==> src/rtl/id_ex_pipeline_reg_pkg.sv <==
// ============================================================================
// Package     : riscv_defs
// Description : Shared widths, ALU op / writeback encodings and the ID/EX
//               register payload type.
// Revision    : 1.0 - initial release
// ============================================================================
`default_nettype none

package riscv_defs;

  localparam int XLEN    = 32;
  localparam int ALUOP_W = 4;
  localparam int REG_AW  = 5;

  localparam logic [ALUOP_W-1:0] ALU_ADD  = 4'd0;
  localparam logic [ALUOP_W-1:0] ALU_SUB  = 4'd1;
  localparam logic [ALUOP_W-1:0] ALU_AND  = 4'd2;
  localparam logic [ALUOP_W-1:0] ALU_OR   = 4'd3;
  localparam logic [ALUOP_W-1:0] ALU_XOR  = 4'd4;
  localparam logic [ALUOP_W-1:0] ALU_SLL  = 4'd5;
  localparam logic [ALUOP_W-1:0] ALU_SRL  = 4'd6;
  localparam logic [ALUOP_W-1:0] ALU_SRA  = 4'd7;
  localparam logic [ALUOP_W-1:0] ALU_SLT  = 4'd8;
  localparam logic [ALUOP_W-1:0] ALU_SLTU = 4'd9;

  localparam logic [1:0] WB_SEL_ALU = 2'd0;
  localparam logic [1:0] WB_SEL_MEM = 2'd1;
  localparam logic [1:0] WB_SEL_PC4 = 2'd2;

  typedef struct packed {
    logic                valid;
    logic [XLEN-1:0]     pc;
    logic [REG_AW-1:0]   rs1;
    logic [REG_AW-1:0]   rs2;
    logic [XLEN-1:0]     rs1_data;
    logic [XLEN-1:0]     rs2_data;
    logic [XLEN-1:0]     imm;
    logic [REG_AW-1:0]   rd;
    logic [ALUOP_W-1:0]  alu_op;
    logic                alu_src;
    logic                mem_read;
    logic                mem_write;
    logic                reg_write;
    logic [1:0]          wb_sel;
  } id_ex_t;

endpackage

`default_nettype wire

==> src/rtl/id_ex_pipeline_reg_load_use_detect.sv <==
// ============================================================================
// Module      : load_use_detect
// Description : Combinational load-use hazard detect between EX and ID.
// Revision    : 1.0 - initial release
// ============================================================================
`default_nettype none

module load_use_detect
  import riscv_defs::*;
(
  input  logic              ex_valid,
  input  logic              ex_mem_read,
  input  logic [REG_AW-1:0] ex_rd,
  input  logic              id_valid,
  input  logic [REG_AW-1:0] id_rs1,
  input  logic [REG_AW-1:0] id_rs2,
  output logic              load_use
);

  // x0 is hardwired zero, so a load targeting it never creates a dependency
  assign load_use = ex_valid & ex_mem_read & (ex_rd != '0) & id_valid &
                    ((ex_rd == id_rs1) | (ex_rd == id_rs2));

endmodule

`default_nettype wire

==> src/rtl/id_ex_pipeline_reg.sv <==
// ============================================================================
// Module      : id_ex_pipeline_reg
// Description : ID/EX pipeline register with load-use bubble insertion,
//               stall hold and flush. Optional bubble counter when the
//               macro ID_EX_PERF_EN is defined.
// Revision    : 1.0 - initial release
// ============================================================================
`default_nettype none

module id_ex_pipeline_reg
  import riscv_defs::*;
(
  input  logic               CLK,
  input  logic               RESET_N,
  input  logic               stall_i,
  input  logic               flush_i,
  input  logic               id_valid,
  input  logic [XLEN-1:0]    id_pc,
  input  logic [REG_AW-1:0]  id_rs1,
  input  logic [REG_AW-1:0]  id_rs2,
  input  logic [XLEN-1:0]    id_rs1_data,
  input  logic [XLEN-1:0]    id_rs2_data,
  input  logic [XLEN-1:0]    id_imm,
  input  logic [REG_AW-1:0]  id_rd,
  input  logic [ALUOP_W-1:0] id_alu_op,
  input  logic               id_alu_src,
  input  logic               id_mem_read,
  input  logic               id_mem_write,
  input  logic               id_reg_write,
  input  logic [1:0]         id_wb_sel,
  output logic               ex_valid,
  output logic [XLEN-1:0]    ex_pc,
  output logic [REG_AW-1:0]  ex_rs1,
  output logic [REG_AW-1:0]  ex_rs2,
  output logic [XLEN-1:0]    ex_rs1_data,
  output logic [XLEN-1:0]    ex_rs2_data,
  output logic [XLEN-1:0]    ex_imm,
  output logic [REG_AW-1:0]  ex_rd,
  output logic [ALUOP_W-1:0] ex_alu_op,
  output logic               ex_alu_src,
  output logic               ex_mem_read,
  output logic               ex_mem_write,
  output logic               ex_reg_write,
  output logic [1:0]         ex_wb_sel,
`ifdef ID_EX_PERF_EN
  output logic [31:0]        bubble_cnt,
`endif
  output logic               hazard_stall
);

  id_ex_t r_ex;
  id_ex_t w_capture;
  logic   w_load_use;
  logic   w_bubble;

`ifdef ID_EX_PERF_EN
  logic [31:0] r_bubble_cnt;
  assign bubble_cnt = r_bubble_cnt;
`endif

  load_use_detect u_load_use_detect (
    .ex_valid    (r_ex.valid),
    .ex_mem_read (r_ex.mem_read),
    .ex_rd       (r_ex.rd),
    .id_valid    (id_valid),
    .id_rs1      (id_rs1),
    .id_rs2      (id_rs2),
    .load_use    (w_load_use)
  );

  always_comb begin
    w_capture           = '0;
    w_capture.valid     = id_valid;
    w_capture.pc        = id_pc;
    w_capture.rs1       = id_rs1;
    w_capture.rs2       = id_rs2;
    w_capture.rs1_data  = id_rs1_data;
    w_capture.rs2_data  = id_rs2_data;
    w_capture.imm       = id_imm;
    w_capture.rd        = id_rd;
    // An empty ID slot must never carry live controls into EX
    if (id_valid) begin
      w_capture.alu_op    = id_alu_op;
      w_capture.alu_src   = id_alu_src;
      w_capture.mem_read  = id_mem_read;
      w_capture.mem_write = id_mem_write;
      w_capture.reg_write = id_reg_write;
      w_capture.wb_sel    = id_wb_sel;
    end
  end

  // Flush outranks stall; a load-use bubble is only written when not stalled
  assign w_bubble     = flush_i | w_load_use;
  assign hazard_stall = w_load_use & ~flush_i & ~stall_i;

  always_ff @(posedge CLK or negedge RESET_N) begin
    if (!RESET_N) begin
      r_ex <= '0;
`ifdef ID_EX_PERF_EN
      r_bubble_cnt <= 32'd0;
`endif
    end else if (flush_i || !stall_i) begin
      r_ex <= w_bubble ? '0 : w_capture;
`ifdef ID_EX_PERF_EN
      if (w_bubble) r_bubble_cnt <= r_bubble_cnt + 32'd1;
`endif
    end
  end

  assign ex_valid     = r_ex.valid;
  assign ex_pc        = r_ex.pc;
  assign ex_rs1       = r_ex.rs1;
  assign ex_rs2       = r_ex.rs2;
  assign ex_rs1_data  = r_ex.rs1_data;
  assign ex_rs2_data  = r_ex.rs2_data;
  assign ex_imm       = r_ex.imm;
  assign ex_rd        = r_ex.rd;
  assign ex_alu_op    = r_ex.alu_op;
  assign ex_alu_src   = r_ex.alu_src;
  assign ex_mem_read  = r_ex.mem_read;
  assign ex_mem_write = r_ex.mem_write;
  assign ex_reg_write = r_ex.reg_write;
  assign ex_wb_sel    = r_ex.wb_sel;

endmodule

`default_nettype wire

==> config.mk <==
export PLATFORM = sky130hd
export DESIGN_NAME = id_ex_pipeline_reg
export DESIGN_NICKNAME = d
export VERILOG_FILES = /design/src/rtl/id_ex_pipeline_reg_pkg.sv /design/src/rtl/id_ex_pipeline_reg_load_use_detect.sv /design/src/rtl/id_ex_pipeline_reg.sv
export SDC_FILE = /design/constraint.sdc
export NUM_CORES = 1
export LEC_CHECK = 0
export BUFFER_PORTS_ARGS = -buffer_cell sky130_fd_sc_hd__buf_2
export CAP_MARGIN = 0
export CELL_PAD_IN_SITES_DETAIL_PLACEMENT = 0
export CELL_PAD_IN_SITES_GLOBAL_PLACEMENT = 2
export CORE_ASPECT_RATIO = 1.25
export CORE_MARGIN = 2
export CORE_UTILIZATION = 30
export DETAILED_ROUTE_END_ITERATION = 6
export GPL_TIMING_DRIVEN = 0
export PLACE_DENSITY = 0.95
export SYNTH_ARGS = -nofsm -noshare
export SYNTH_HDL_FRONTEND = slang
export SYNTH_SLANG_ARGS = --single-unit
==> constraint.sdc <==
create_clock -name CLK -period 2.5 [get_ports CLK]
set_input_delay 0.5 -clock CLK [delete_from_list [all_inputs] [get_ports CLK]]
set_output_delay 0.5 -clock CLK [all_outputs]
set_load 0.02 [all_outputs]
==> results_dict.tcl <==
set metrics [dict create \
    status "complete, no violations" \
    yosys-top-cells-area "dfrtp_1, o41ai_2, o41ai_1" \
    vias_per_cell 4.68 \
    min_path_type "in -> async" \
    syn_to_final_growth_pct 35.9 \
    wl_per_cell_um 16.8 \
    grt_max_degree 80 \
    synth_top_area_share_pct 52.4 \
    maxSlewViolCount 0 \
    path_delay_family "flip-flops" \
    gr-total-overflow 0 \
    critPathKind "reg -> out" \
    synth-edff-count 0 \
    synth_common_cells "dfrtp_1, nand2_1, inv_1, o41ai_1, o41ai_2" \
    cp_slowest_stage_delay_ps 470 \
    hold_ws_ps 67.9 \
    cp.arrival_ps 1880 \
    power.total_mw 6.35 \
    clock-sinks 154 \
    rsz0062_at_grt "false" \
    grt_usage_pct 17.8 \
    drc 0 \
    cts_htree_levels 4 \
    cts_inserted_buffers 17 \
    p_per_area_mw_per_mm2 635 \
    synth.most_common_cell "dfrtp_1" \
    worst_slew_pin_slew_ps 972 \
    hold_buffers 0 \
    irDropWorstVdd_uv 430 \
    yosysSeqAreaShare_pct 52.4 \
    grt_antenna_before_repair 0 \
    synth_top_cell_by_area "dfrtp_1" \
    grt_pass1_vias 6619 \
    power.leakage_nw 5.56 \
    path_buf_inv 1 \
    cp_max_fo 5 \
    synthFlopType "dfrtp_1" \
    path_cells "xnor2_2 -> nand3_1 -> nor3_2 -> o21ai_1 -> nor3_1 -> buf_4" \
    insertion_delay_ps 410 \
    place_congestion 0.817 \
    numPortBuffers 310 \
    route.vias.total 6465 \
    die_area_mm2 0.0258 \
    setup_tns_ps 0 \
    post-place-ws_ps -4.96 \
    crit_required_ps 2000 \
    ys_async_sr_fraction_pct 100 \
    initial_utilization_pct 30.3 \
    ios 313 \
    synth-warning-count 0 \
    antenna_left 0 \
    setup_ws_ps 117 \
    syn_nets 865 \
    antenna_cells 0 \
    fmax_mhz 420 \
    first_pass_iters 4 \
    hold_viol_final 0 \
    end_kind "primary output" \
    post-route-min-period_ps 2380 \
    clk_pin_slew_worst_paths_ps 70 \
    clk_path_buf_depth 2 \
    die_w_um 144 \
    avgSynthCellArea_um2 10.4 \
    cp-start-kind "flop" \
    initialDrtViolationCount 218 \
    routed_wirelength_um 23200 \
    slowest_stage "dfrtp_2" \
    yosysUniqueCellTypes 19 \
    setup_violations 0 \
    syn_area_mm2 0.00736 \
    place_hpwl_um 17300 \
    core-area_mm2 0.0243 \
    finClkSkew_ps 9.43 \
    drive_above_1_share_pct 41.3 \
    fin_nets 1195 \
    fp-row-count 64 \
    cts_tree "yes" \
    cts-root-buf "clkbuf_16" \
    place_area_mm2 0.00936 \
    fin_crit_sh_pct 95.3 \
    max_slew_margin_pct 35.2 \
    grt_pass1_wl_um 35700 \
    synthCells 707 \
    design_area_mm2 0.0100 \
    fp.dieH_um 179 \
    drv_cap 0 \
    ys_seq_elements 154 \
]
-- power by group --
| group | switching (mW) | total (mW) | internal [mW] |
|---|---|---|---|
| logic | 0.595 | 0.934 | 0.340 |
| clock network | 1.09 | 2.71 | 1.62 |
| registers | 0.0807 | 2.71 | 2.63 |
| total | 1.77 | 6.35 | 4.58 |
-- sequential cells by signal (all words and copies together) (netlist names), 2 cells and up --
register	cells
ex_rs1_data	32
ex_rs1	5
ex_rs2	5
ex_wb_sel	2
ex_pc	32
ex_rs2_data	32
ex_imm	32
ex_rd	5
ex_alu_op	4
-- metal layers --
| metal | GRT usage (%) | wire length [um] |
|---|---|---|
| met5 | 0 | 0 |
| met4 | 6.05 | 594 |
| met3 | 4.67 | 1420 |
| met2 | 30.7 | 11600 |
| met1 | 21.6 | 9610 |
-- what timing repair did --
item | CTS | global route
pin swaps | 1 | 2
endpoints found under the setup margin | 1 | 1
gates resized for setup | 5 | 3
setup buffers | 0 | 0
-- worst register-to-register path, cell delays in order (launching register included) --
cell and delay (ps):
dfrtp_2 470, xnor2_2 240, nand3_1 140, nor3_2 160, o21a_1 130, buf_2 260
buf_6 240, buf_6 210, o41ai_2 80
-- through the flow --
stage,utilization [%],instances
after CTS,41.2,1380
after global routing,41.2,1380
after global placement,38.4,1347
after detailed placement,38.6,1348
final,41.2,1380
after floorplan,-,707
-- cells in the final DEF, fill, tap and decap left out --
cell type,netlist,layout
buf_4,0,1
xnor2_1,6,4
buf_16,0,1
clkinvlp_4,0,3
nand3b_1,5,5
inv_1,144,144
bufinv_16,0,3
o41ai_2,70,70
clkbuf_16,0,17
a21oi_1,1,1
xnor2_2,0,2
clkbuf_1,52,54
nor3_1,4,2
clkbuf_8,0,1
o21a_1,1,1
xor2_1,4,4
dfrtp_2,0,2
nand2_1,148,148
o21ai_1,0,1
buf_8,0,1
o41ai_1,73,73
nor3_2,0,2
inv_8,0,1
clkinv_2,0,1
nor2_1,2,2
nand3_1,13,13
buf_2,9,317
buf_6,8,8
a32o_1,1,1
clkinv_4,0,2
nor2b_1,1,1
inv_6,0,2
dfrtp_1,154,152
o21ai_0,11,10
-- worst paths after layout --
check | from | endpoint | slack [ps] | depth (start not counted)
worst max-delay path | ex_rd[4] | hazard_stall | 120 | 6
worst min-delay path | RESET_N | ex_rs2_data[19] | 70 | 1
worst max register to register | ex_rd[4] | ex_rs1_data[12] | 420 | 8
worst min register to register | ex_rs2_data[11] | ex_rs2_data[11] | 470 | 2
max in group asynchronous | RESET_N | ex_rs1[4] | 1590 | 2
min in group CLK | id_alu_op[1] | ex_alu_op[1] | 330 | 3
-- cell type report --
type	instances	area, um2
sequential	154	3860
multi-input combinational	340	2660
fill	2480	14300
timing repair buffer	311	1590
clock inverter	12	164
tap	330	413
buffer	69	330
clock buffer	20	447
inverter	144	541
-- cells by family (layout without fill, tap and decap cells) --
group | after synthesis | after routing | share of synthesized area [%]
xor gates and xnor gates | 10 | 10 | 1.19
and+or+nand+nor | 173 | 173 | 9.40
buffers and inverters | 213 | 556 | 11.8
AOI/OAI and AO/OA | 157 | 157 | 25.2
DFF | 154 | 154 | 52.4
(Power assumes the default switching activity.)
